==> src/rtl/bus_arbiter.sv <==
// Round-robin arbiter for four bus masters with registered active-low grants and owner index.
// Latency: grant moves on the first edge after the owner releases its request (1 cycle, no comb req->grant path).
// Backpressure: a master holds the bus until it releases; with BUS_ARB_TIMEOUT_EN a contended hold is preempted after TIMEOUT_CYCLES.
module bus_arbiter #(
    parameter int TIMEOUT_CYCLES = 256,
    parameter int CNT_W          = 16
) (
    input  logic       clk,
    input  logic       reset_,
    input  logic       m0_req_,
    input  logic       m1_req_,
    input  logic       m2_req_,
    input  logic       m3_req_,
    output logic       m0_grnt_,
    output logic       m1_grnt_,
    output logic       m2_grnt_,
    output logic       m3_grnt_,
    output logic [1:0] owner,
    output logic       bus_busy
);

    typedef enum logic [1:0] {OWN0, OWN1, OWN2, OWN3} own_t;

    // Reject configurations where the hold counter cannot represent the timeout.
    if (TIMEOUT_CYCLES < 2 || TIMEOUT_CYCLES > 65535 || CNT_W < 2 || CNT_W > 30 ||
        (1 << CNT_W) <= TIMEOUT_CYCLES) begin : g_bad_cfg
        $error("bus_arbiter: illegal TIMEOUT_CYCLES/CNT_W combination");
    end

    own_t       state;
    logic [3:0] grnt;
    logic [1:0] cur;
    logic [3:0] req;
    logic [3:0] others;
    logic [1:0] scan_idx;
    logic       scan_hit;
    logic       preempt;
    logic       rotate;
    logic [1:0] nxt_owner;

    // Requests as active-high, indexed by master number.
    assign req    = ~{m3_req_, m2_req_, m1_req_, m0_req_};
    assign cur    = state;
    assign others = req & ~(4'b0001 << cur);

    // First requester after the current owner in rotation order (owner+1, +2, +3).
    always_comb begin
        scan_idx = cur;
        scan_hit = 1'b0;
        for (int i = 1; i < 4; i++) begin
            if (!scan_hit && others[cur + 2'(i)]) begin
                scan_idx = cur + 2'(i);
                scan_hit = 1'b1;
            end
        end
    end

`ifdef BUS_ARB_TIMEOUT_EN
    logic [CNT_W-1:0] hold_cnt;

    // Force a handoff once the owner has held a contended bus for TIMEOUT_CYCLES edges.
    assign preempt = req[cur] && (others != 4'b0000) &&
                     (hold_cnt == CNT_W'(TIMEOUT_CYCLES - 1));

    // Count contended hold cycles; clear on handoff or when nobody else wants the bus.
    always_ff @(posedge clk or negedge reset_) begin
        if (!reset_) begin
            hold_cnt <= '0;
        end else if (nxt_owner != cur || others == 4'b0000) begin
            hold_cnt <= '0;
        end else if (req[cur] && hold_cnt != CNT_W'(TIMEOUT_CYCLES)) begin
            hold_cnt <= hold_cnt + CNT_W'(1);
        end
    end
`else
    assign preempt = 1'b0;
`endif

    // Rotate on release (or preemption) only if someone else is waiting; otherwise park.
    assign rotate    = ~req[cur] | preempt;
    assign nxt_owner = (rotate && scan_hit) ? scan_idx : cur;

    // Owner state and its one-hot-low grant decode, both registered together.
    always_ff @(posedge clk or negedge reset_) begin
        if (!reset_) begin
            state <= OWN0;
            grnt  <= 4'b1110;
        end else begin
            state <= own_t'(nxt_owner);
            grnt  <= ~(4'b0001 << nxt_owner);
        end
    end

    assign {m3_grnt_, m2_grnt_, m1_grnt_, m0_grnt_} = grnt;
    assign owner    = cur;
    assign bus_busy = req[cur];

endmodule

==> config.mk <==
export PLATFORM = sky130hd
export DESIGN_NAME = bus_arbiter
export DESIGN_NICKNAME = d
export VERILOG_FILES = /design/src/rtl/bus_arbiter.sv
export SDC_FILE = /design/constraint.sdc
export NUM_CORES = 1
export LEC_CHECK = 0
export CAP_MARGIN = 15
export CORE_AREA = 4 4 41 43
export CTS_BUF_LIST = sky130_fd_sc_hd__clkbuf_16
export DETAILED_ROUTE_END_ITERATION = 8
export DIE_AREA = 0 0 45 47
export GPL_TIMING_DRIVEN = 0
export SYNTH_ARGS = -nofsm -noshare
export SYNTH_HDL_FRONTEND = slang
export SYNTH_SLANG_ARGS = --single-unit
==> constraint.sdc <==
create_clock -name clk -period 2.43 [get_ports clk]
set_input_delay 0.3645 -clock clk [delete_from_list [all_inputs] [get_ports clk]]
set_output_delay 0.3645 -clock clk [all_outputs]
set_load 0.01 [all_outputs]
# After elaboration in Yosys (flattened, before gate mapping)

Cells that the tools add are included.
Widths: inputs -> output; s select.

Bits in registers: 6
Bits of input ports: 6
Output and inout bits: 7
Word-level logic and storage cells: 36

Add/sub/neg operators: 3
Magnitude comparators: 4
Shift-type cells: 2
Muxes and demuxes: 15
Bitwise gates (word level): 5
Reduce and logical (&&, ||, !) cells: 5

Operators by type and width:

| operator            | count |
|---|---|
| $lt 2x3->1 const B  | 4 |
| $not 4->4           | 3 |
| $bmux 1 s2          | 4 |
| $mux 2              | 4 |
| $shl 1x2->4 const A | 2 |
| $mux 1              | 7 |
| $add 2x2->2 const B | 2 |
| $and 4x4->4         | 1 |
| $logic_and 1x1->1   | 3 |
| $add 2x1->2 const B | 1 |
| $logic_not 1->1     | 2 |
| $not 1->1           | 1 |

# Depth between registers and ports, before layout

Gate-level depths: netlist of the first run.

Depth after elaboration: 16
Mapped depth: 8
Gate-level depth less buffers: 7

# Least setup slack after synthesis of the first run

Ideal clock, no wire load.

Kind: register -> register
Start: register state[0] (netlist: owner[0])
End: register grnt[0]
Library setup time: 131 ps
Arrival time: 1845 ps
Required time: 2299 ps
Path slack: 454 ps
Cell stages (with the launch flop): 8
Buffers on the path: 1
Clock period less this slack: 1976 ps
Cell sequence: dfrtp_1 > buf_4 > inv_1 > ha_1 > nor4bb_1 > a2111oi_4 > o21ai_2 > nand3_1

Word-level cells in the longest chain between the ends: 16
Elaborated cells between the ends (all ways): 29
Those cells by class: add/sub: 3; shift: 2; mux: 15; bitwise: 4; reduce/logical: 5

Ends and longest elaborated chain:

| item                                                 | RTL line | source |
|---|---|---|
| start: declaration                                   | 30       | `own_t state;` |
| start signal: assignment                             | 89       | `state <= own_t'(nxt_owner);` |
| branches (longest 13 deep; another with $add 2x1->2) | n/a      |  |
| $mux 2 (*)                                           | 81       | `assign nxt_owner = (rotate && scan_hit) ? scan_idx : cur;` |
| $shl 1x2->4 (*)                                      | 90       | `grnt <= ~(4'b0001 << nxt_owner);` |
| $not 4->4 (*)                                        | 90       |  |
| end signal: assignment                               | 90       |  |
| end: declaration                                     | 31       | `logic [3:0] grnt;` |

Mark *: on every way between the ends. The select of a mux whose other input is x is not followed.

# Final worst setup path of the first run

Start: input port m2_req_
End: output port bus_busy

Word-level cells in the longest chain between the ends: 3

Ends and longest elaborated chain:

| item                         | RTL line | source |
|---|---|---|
| start: declaration           | 12       | `input logic m2_req_,` |
| $not 4->4                    | 42       | `assign req = ~{m3_req_, m2_req_, m1_req_, m0_req_};` |
| $bmux 1 s2                   | 96       | `assign bus_busy = req[cur];` |
| $mux 1 (implied by the code) | 96       |  |
| end: declaration             | 19       | `output logic bus_busy` |

Every way passes these cells. The select of a mux whose other input is x is not followed.

==> results of run 1 <==
[routing by layer]
layer / share of wire / up-vias
met5: 0 / -
met2: 0.51 / 12
met1: 0.41 / 224
li1: - / 219
met4: 0 / 0
met3: 0.072 / 0
[where the power goes]
group	internal, µW	leakage [µW]	switching, µW	total (µW)
registers	160	0.0000652	38.7	199
clock network	214	0.0000423	58.9	273
logic	335	0.000200	322	658
total	709	0.000308	420	1130
[final timing paths]
check                               from        to  slack, ns  cells after the start
worst min-delay path              reset_   grnt[0]       0.38                      1
worst max register to register  owner[1]   grnt[0]       0.20                      6
worst min register to register  owner[0]   grnt[2]       0.81                      3
max in group asynchronous         reset_   grnt[3]       1.77                      1
worst max-delay path             m2_req_  bus_busy       0.05                      4
min in group clk                owner[0]   grnt[2]       0.81                      3
[per-stage QoR]
stage / worst slack [ns] / power (µW) / area (µm²)
floorplan: 0.454 / 643 / 498
global placement: 0.0129 / 840 / 637
detailed placement: 0.00306 / 837 / 637
CTS: 0.00491 / 1130 / 716
global route: 0.0123 / 1210 / 726
finish: 0.0485 / 1130 / 726
[cell families after synthesis]
kind of cell | count (synthesis) | share of synthesized area
muxes | 3 | 0.113
AOI/OAI and AO/OA | 14 | 0.246
and+or+nand+nor | 16 | 0.186
buffers and inverters | 5 | 0.0452
adders and majority gates | 4 | 0.101
DFF | 6 | 0.309
[cell type report]
type	count	area (µm²)	area share
clock inverter	1	3.75	0.00517
multi-input combinational	37	322	0.443
tap	15	18.8	0.0259
buffer	1	7.51	0.0103
clock buffer	3	75.1	0.103
timing repair buffer	13	130	0.179
inverter	4	15.0	0.0207
sequential	6	154	0.212
[worst max-delay path, delay by kind of cell]
kind / cells / cell delay, ns
buffers and inverters: 3 / 1.11
muxes: 1 / 0.54
[placed cells by master, fill, tap and decap left out, drive strengths merged, types with 2 or more instances in the layout]
cell type,instances
a21o,3
buf,2
clkbuf,3
clkdlybuf4s50,11
dfrtp,3
dfstp,3
ha,4
inv,5
mux4,2
nand3,2
nor2,4
nor3,3
nor3b,2
o21ai,3
o31ai,2
[state kept, by name, summed over array words and instances (netlist names)]
name / count
grnt: 4
owner: 2
[what timing repair did]
action / in CTS / in global routing
hold buffers: 0 / 0
buffers inserted: 0 / 1
gates resized for setup: 0 / 1
hold endpoints to repair: 0 / 0
endpoints found under the setup margin: 0 / 1
==> metrics.yaml, run 1 <==
status:
  status: "completed"
clocking:
  numCtsBuffers: 3
  clock_latency_ns: 0.23
  cts-root-buf: "clkbuf_16"
  htreeDepth: 1
  cts_tree: "done"
  clk_path_buf_depth: 2
  clk_pin_slew_ns: 0.04
  cts.sinks: 6
power:
  powerDensity_nw_per_um2: 1560
  p_leak_uw: 0.000308
  ir_drop_mv: 0.775
logic_synthesis:
  ys.flop_type: "dfstp_2"
  netlist.area_leader.share: 0.158
  yosysSeqAreaShare: 0.309
  synth_area_um2: 498
  yosys_register_bits: 6
  syn_inst: 48
  async_flop_share: 1.00
  yosysWarnings: 0
  ys_types: 27
  synth_largest_area_cell: "dfstp_2"
  synth_nets: 58
  synth_top_cells_by_count: "4 x ha_1, 4 x nor2_1"
  synth.area.top_cells: "dfstp_2 16%, dfrtp_1 15%, ha_1 10%, mux4_2 9.0%, a2111oi_4 5.5%"
  synth_edf_count: 0
  synth_area_per_cell_um2: 10.4
timing:
  max_freq_ghz: 0.420
  finalHoldViolations: 0
  slew_headroom: 0.640
  period_share: 0.980
  setup_tns_ns: 0
  timing.hold.ws_ns: 0.382
  slew_violations: 0
  skew_ns: 0.00529
  worst_pin_slew_ns: 0.532
  rsz0062_at_grt: "false"
  period_minus_slack_ns: 2.38
  finalSetupViolations: 0
detailed_routing:
  wl_um: 1260
  avgViaCountPerCell: 5.69
  ant_nets: 0
  drc: 0
  drt-initial-drc-count: 17
  drt-pass1-iter-count: 3
  num_vias: 455
  wl_per_cell_um: 15.7
finish:
  fin_nets: 76
  layout-drive-gt1-share: 0.231
  stdcell_count: 80
  post-route-util: 0.558
  syn2layout_area_growth_pct: 45.7
  antenna_cells: 0
  fillers: 116
global_routing:
  antenna_found_initial: 0
  grt_pass1_wl_um: 1990
  grt_overflow: 0
  grt_pass1_vias: 441
  use_met3: 0.0651
  use_met1: 0.165
  busiest_layer: "met2"
  grt_max_degree: 11
  grt_use_total: 0.133
  grtUsageMet2: 0.212
critical_path:
  criticalPathCategory: "input port to output port"
  startpoint_type: "input port"
  crit_arrival_ns: 2.02
  critPathSlowestCell: "mux4_2"
  worstPathCellList: "clkdlybuf4s50_1 > mux4_2 > inv_1 > clkdlybuf4s50_1"
  required_ns: 2.07
  cp_max_fo: 6
  crit_path_end_kind: "output port"
  cp_common_cell: "clkdlybuf4s50_1"
  slowest_delay_ns: 0.54
die:
  chipWidth_um: 45
  top_level_ports: 13
  die_y_um: 47
  die_area_um2: 2120
  coreArea_um2: 1300
  start_util: 0.383
  fp-row-count: 13
place:
  io_buffers: 12
  gp_congestion: 0.751
  dpl.cell_count: 75
  hpwl_um: 878
worst_hold_path:
  min_path_type: "input port to asynchronous set/reset pin"
flow_run:
  cap_violations: 0
(Power assumes the default switching activity.)
==> inputs of run 2 (changes only) <==
- CORE_AREA: 4 4 41 43 -> 2 2 39 41
- DIE_AREA: 0 0 45 47 -> 0 0 41 43
- SKIP_LAST_GASP: default -> 1
==> run 2 against run 1 <==
Effect of this change: register-to-register slack gained 0.03 ns; total power shrank 1.0%; die area shrank 17%; setup slack gained 0.051 ns; largest cell class unchanged; largest power group unchanged; highest routed layer is now met4.
==> metrics.yaml, run 2 (synthesis gave the netlist of run 1 again) <==
power:
  powerDensity_nw_per_um2: 1540
  p_leak_uw: 0.000308
  ir_drop_mv: 0.812
detailed_routing:
  num_vias: 458
  wl_um: 1140
  wl_per_cell_um: 14.1
  drt-pass1-iter-count: 4
  avgViaCountPerCell: 5.65
  drc: 0
  ant_nets: 0
  drt-initial-drc-count: 5
clocking:
  numCtsBuffers: 3
  clk_pin_slew_ns: 0.03
  clk_path_buf_depth: 2
  htreeDepth: 1
  cts.sinks: 6
  cts_tree: "done"
  clock_latency_ns: 0.23
  cts-root-buf: "clkbuf_16"
  cts_hold_buffers: 0
timing:
  slew_headroom: 0.615
  finalSetupViolations: 0
  skew_ns: 0.00353
  finalHoldViolations: 0
  rsz0062_at_grt: "false"
  slew_violations: 0
  max_freq_ghz: 0.429
  worst_pin_slew_ns: 0.570
  period_share: 0.959
  period_minus_slack_ns: 2.33
  setup_tns_ns: 0
finish:
  stdcell_count: 81
  final_cell_mix: "11 x clkdlybuf4s50_1, 4 x inv_1, 4 x nor2_1, 4 x ha_1"
  fillers: 139
  layout-drive-gt1-share: 0.231
  final_common_cell: "clkdlybuf4s50_1"
  largest_reg_flops: 4
  post-route-cell-area_um2: 727
  syn2layout_area_growth_pct: 46.0
  seqCellArea_um2: 154
  top_register: "grnt"
  antenna_cells: 0
  fin_nets: 76
  multi_input_area_um2: 322
die:
  fp-row-count: 14
  coreArea_um2: 1380
  die_y_um: 43
  start_util: 0.360
  chipWidth_um: 41
  top_level_ports: 13
  die_area_um2: 1760
flow_run:
  cap_violations: 0
global_routing:
  grt_overflow: 0
  antenna_found_initial: 0
  grt_max_degree: 11
  grt_use_total: 0.160
  grt_pass1_vias: 453
  grt_pass1_wl_um: 1900
critical_path:
  required_ns: 2.07
  crit_arrival_ns: 1.97
  cp-startpoint: "m2_req_"
  criticalPathCategory: "input port to output port"
  r2r_start: "owner[0]"
  startpoint_type: "input port"
  crit_path_end_kind: "output port"
  cp_max_fo: 6
place:
  io_buffers: 12
  gp_congestion: 0.772
  dpl.cell_count: 76
  hpwl_um: 858
  placedInstanceArea_um2: 638
status:
  status: "completed"
worst_hold_path:
  min_path_type: "input port to asynchronous set/reset pin"
==> run 2: cell counts in the layout (fill, tap and decap cells not counted) <==
Identical to the previous run, type by type.
==> run 2: timing repair <==
item                       in CTS  in global routing
resized for setup               0                  1
setup endpoints to repair       0                  1
setup buffers                   0                  1
==> run 2: report_power, final <==
group          switching (µW)  internal (µW)
combinational             314            335
clock                    54.4            213
sequential               40.2            161
==> run 2: through the flow <==
step / utilization / total power [µW] / worst slack [ns] / hold WS (ns)
4_1_cts: 0.518 / 1120 / 0.0109 / 0.381
2_1_floorplan: - / 643 / 0.454 / 0.0689
3_3_place_gp: 0.461 / 836 / 0.00121 / 0.618
3_5_place_dp: 0.461 / 840 / 0.0144 / 0.619
5_1_grt: 0.525 / 1210 / 0.0231 / 0.404
6_report: 0.525 / 1120 / 0.0995 / 0.379
==> run 2: cell type report <==
type | count | area share
plain buffers | 1 | 0.0103
flip-flops and latches | 6 | 0.212
clock buffers | 3 | 0.103
inverters | 4 | 0.0207
well taps | 16 | 0.0275
repair buffers | 13 | 0.179
clock inverters | 1 | 0.00516
multi-input cells | 37 | 0.442
==> run 2: final timing paths <==
kind / end / slack [ns] / cells after the start
setup / recovery: bus_busy / 0.1 / 4
hold / removal: grnt[0] / 0.38 / 1
setup reg to reg: grnt[0] / 0.23 / 7
hold reg to reg: owner[0] / 0.82 / 3
max in group asynchronous: grnt[2] / 1.78 / 1
min in group clk: owner[0] / 0.82 / 3
==> run 2: worst max-delay path: stages <==
cell             delay [ns]
clkdlybuf4s50_1        0.50
mux4_2                 0.51
inv_1                  0.06
clkdlybuf4s50_1        0.52
==> run 2: routing by layer <==
metal,routed length [µm],GRT usage
met1,468,0.175
met2,595,0.263
met3,69,0.0314
met4,8,0.100
met5,0,0
==> inputs of run 3 (changes only) <==
- CELL_PAD_IN_SITES_DETAIL_PLACEMENT: default -> 1
- CELL_PAD_IN_SITES_GLOBAL_PLACEMENT: default -> 1
- CORE_AREA: 2 2 39 41 -> default
- CORE_ASPECT_RATIO: default -> 0.9
- CORE_UTILIZATION: default -> 34
- DIE_AREA: 0 0 41 43 -> default
- PLACE_DENSITY_LB_ADDON: default -> 0.1
==> run 3 against run 2 <==
Effect of this change: sequential power about the same; via count is 0.66% lower; clock-buffer cell count unchanged; maximum frequency down 0.27%; register-to-register slack barely moved; total power up 3.4%; non-clock buffer count unchanged; sequential share of layout area fell by 0.073 points; utilization up 4.0 points; hold slack improved by 0.0014 ns; critical path type is now flip-flop to output port; highest routed layer is now met3.
==> metrics.yaml, run 3 (synthesis gave the netlist of run 1 again) <==
status:
  status: "completed"
critical_path:
  cp_max_fo: 10
  crit_path_end_kind: "output port"
  crit_arrival_ns: 1.97
  r2r_end: "grnt[0]"
  r2r_cells: 6
  critPathSlowestCell: "mux4_2"
  slowest_delay_ns: 0.56
  critPathBufInv: 3
  startpoint_type: "flip-flop"
  worstPathCellList: "buf_4 > mux4_2 > inv_1 > clkdlybuf4s50_1"
  required_ns: 2.07
  r2r_start: "owner[1]"
  cp_top_family: "buffers and inverters"
  criticalPathCategory: "flip-flop to output port"
  cp-startpoint: "owner[0]"
  rrSetupSlack_ns: 0.22
global_routing:
  grt_use_total: 0.195
  grt_pass1_vias: 448
  grt_pass1_wl_um: 2180
  grt_max_degree: 11
  antenna_found_initial: 0
  grt_overflow: 0
power:
  p_leak_uw: 0.000309
  ir_drop_mv: 0.766
  powerDensity_nw_per_um2: 1580
  power_uw: 1160
timing:
  fin_ws_ns: 0.0931
  period_share: 0.962
  finalSetupViolations: 0
  max_freq_ghz: 0.428
  worst_pin_slew_ns: 0.496
  rsz0062_at_grt: "false"
  setup_tns_ns: 0
  slew_violations: 0
  period_minus_slack_ns: 2.34
  finalHoldViolations: 0
  skew_ns: 0.000468
  slew_headroom: 0.665
finish:
  syn2layout_area_growth_pct: 46.5
  largest_reg_flops: 4
  top_register: "grnt"
  fin_nets: 76
  final_common_cell: "clkdlybuf4s50_1"
  layout-drive-gt1-share: 0.246
  fillers: 143
  seqCellArea_um2: 154
  antenna_cells: 0
  final_cell_mix: "10 x clkdlybuf4s50_1, 4 x inv_1, 4 x nor2_1, 4 x ha_1"
  multi_input_area_um2: 328
  stdcell_count: 79
die:
  fp-row-count: 12
  coreArea_um2: 1290
  top_level_ports: 13
  die_y_um: 38.3
  start_util: 0.386
  chipWidth_um: 42.3
  die_area_um2: 1620
detailed_routing:
  dr.max_layer_used: "met3"
  wl_per_cell_um: 16.9
  drt-initial-drc-count: 6
  drt-met1-wl_um: 683
  drc: 0
  wl_met3_um: 53
  drt-pass1-iter-count: 3
  num_vias: 455
  wl_um: 1340
  avgViaCountPerCell: 5.76
  ant_nets: 0
  wl_met2_um: 602
clocking:
  htreeDepth: 1
  clk_pin_slew_ns: 0.04
  numCtsBuffers: 3
  cts_tree: "done"
  clock_latency_ns: 0.23
  clk_path_buf_depth: 2
  cts-root-buf: "clkbuf_16"
  cts_hold_buffers: 0
  cts.sinks: 6
flow_run:
  cap_violations: 0
place:
  io_buffers: 12
  gp_congestion: 0.824
  dpl.cell_count: 74
  preCtsSetupSlack_ns: -0.00820
  hpwl_um: 914
worst_hold_path:
  min_path_type: "input port to asynchronous set/reset pin"
==> run 3: cell count changes in the layout (fill, tap and decap cells not counted) <==
cell             before  now
dlygate4sd2_1         0    1
clkdlybuf4s50_1      11   10
nor4bb_1              1    0
nor4bb_2              0    1
==> run 3: final cells by class <==
| class | instances | share of cell area |
|---|---|---|
| buffer | 1 | 0.0103 |
| clock inverter | 1 | 0.00515 |
| sequential | 6 | 0.211 |
| multi-input combinational | 37 | 0.449 |
| tap | 14 | 0.0240 |
| timing repair buffer | 13 | 0.177 |
| inverter | 4 | 0.0206 |
| clock buffer | 3 | 0.103 |
==> run 3: worst register-to-register path: cells and delay by family, from the launching register on <==
kind	cells	cell delay, ns
buf+inv	1	0.19
compound gates	2	0.37
flops	1	0.54
fa+ha+maj	1	0.41
simple gates	2	0.58
==> run 3: worst max path at each step <==
stage | endpoint | slack [ns] | cells after the start
floorplan | grnt[0] | 0.45 | 7
global placement | bus_busy | 0.003 | 4
detailed placement | bus_busy | -0.008 | 4
CTS | bus_busy | 0.02 | 4
global route | bus_busy | 0.005 | 4
finish | bus_busy | 0.09 | 4
==> run 3: per-layer routing <==
layer  track usage  vias to the layer above
met3        0.0708                        0
met4        0.0703                        0
li1              -                      221
met2         0.285                       13
met1         0.264                      221
met5             0                        -
==> run 3: timing repair <==
| action | CTS | global route |
|---|---|---|
| pin swaps | 0 | 0 |
| gates resized for setup | 1 | 2 |
| setup endpoints to repair | 1 | 6 |
| buffers inserted | 0 | 1 |
==> run 3: power breakdown <==
group	switching (µW)	internal (µW)
clock	61.0	214
combinational	340	342
sequential	39.8	160
total	440	715
==> run 3: stage by stage <==
stage	utilization	hold slack [ns]	area [µm²]
floorplan	-	0.0689	498
global placement	0.492	0.618	636
detailed placement	0.492	0.631	636
CTS	0.552	0.387	713
global route	0.565	0.399	729
finish	0.565	0.380	729
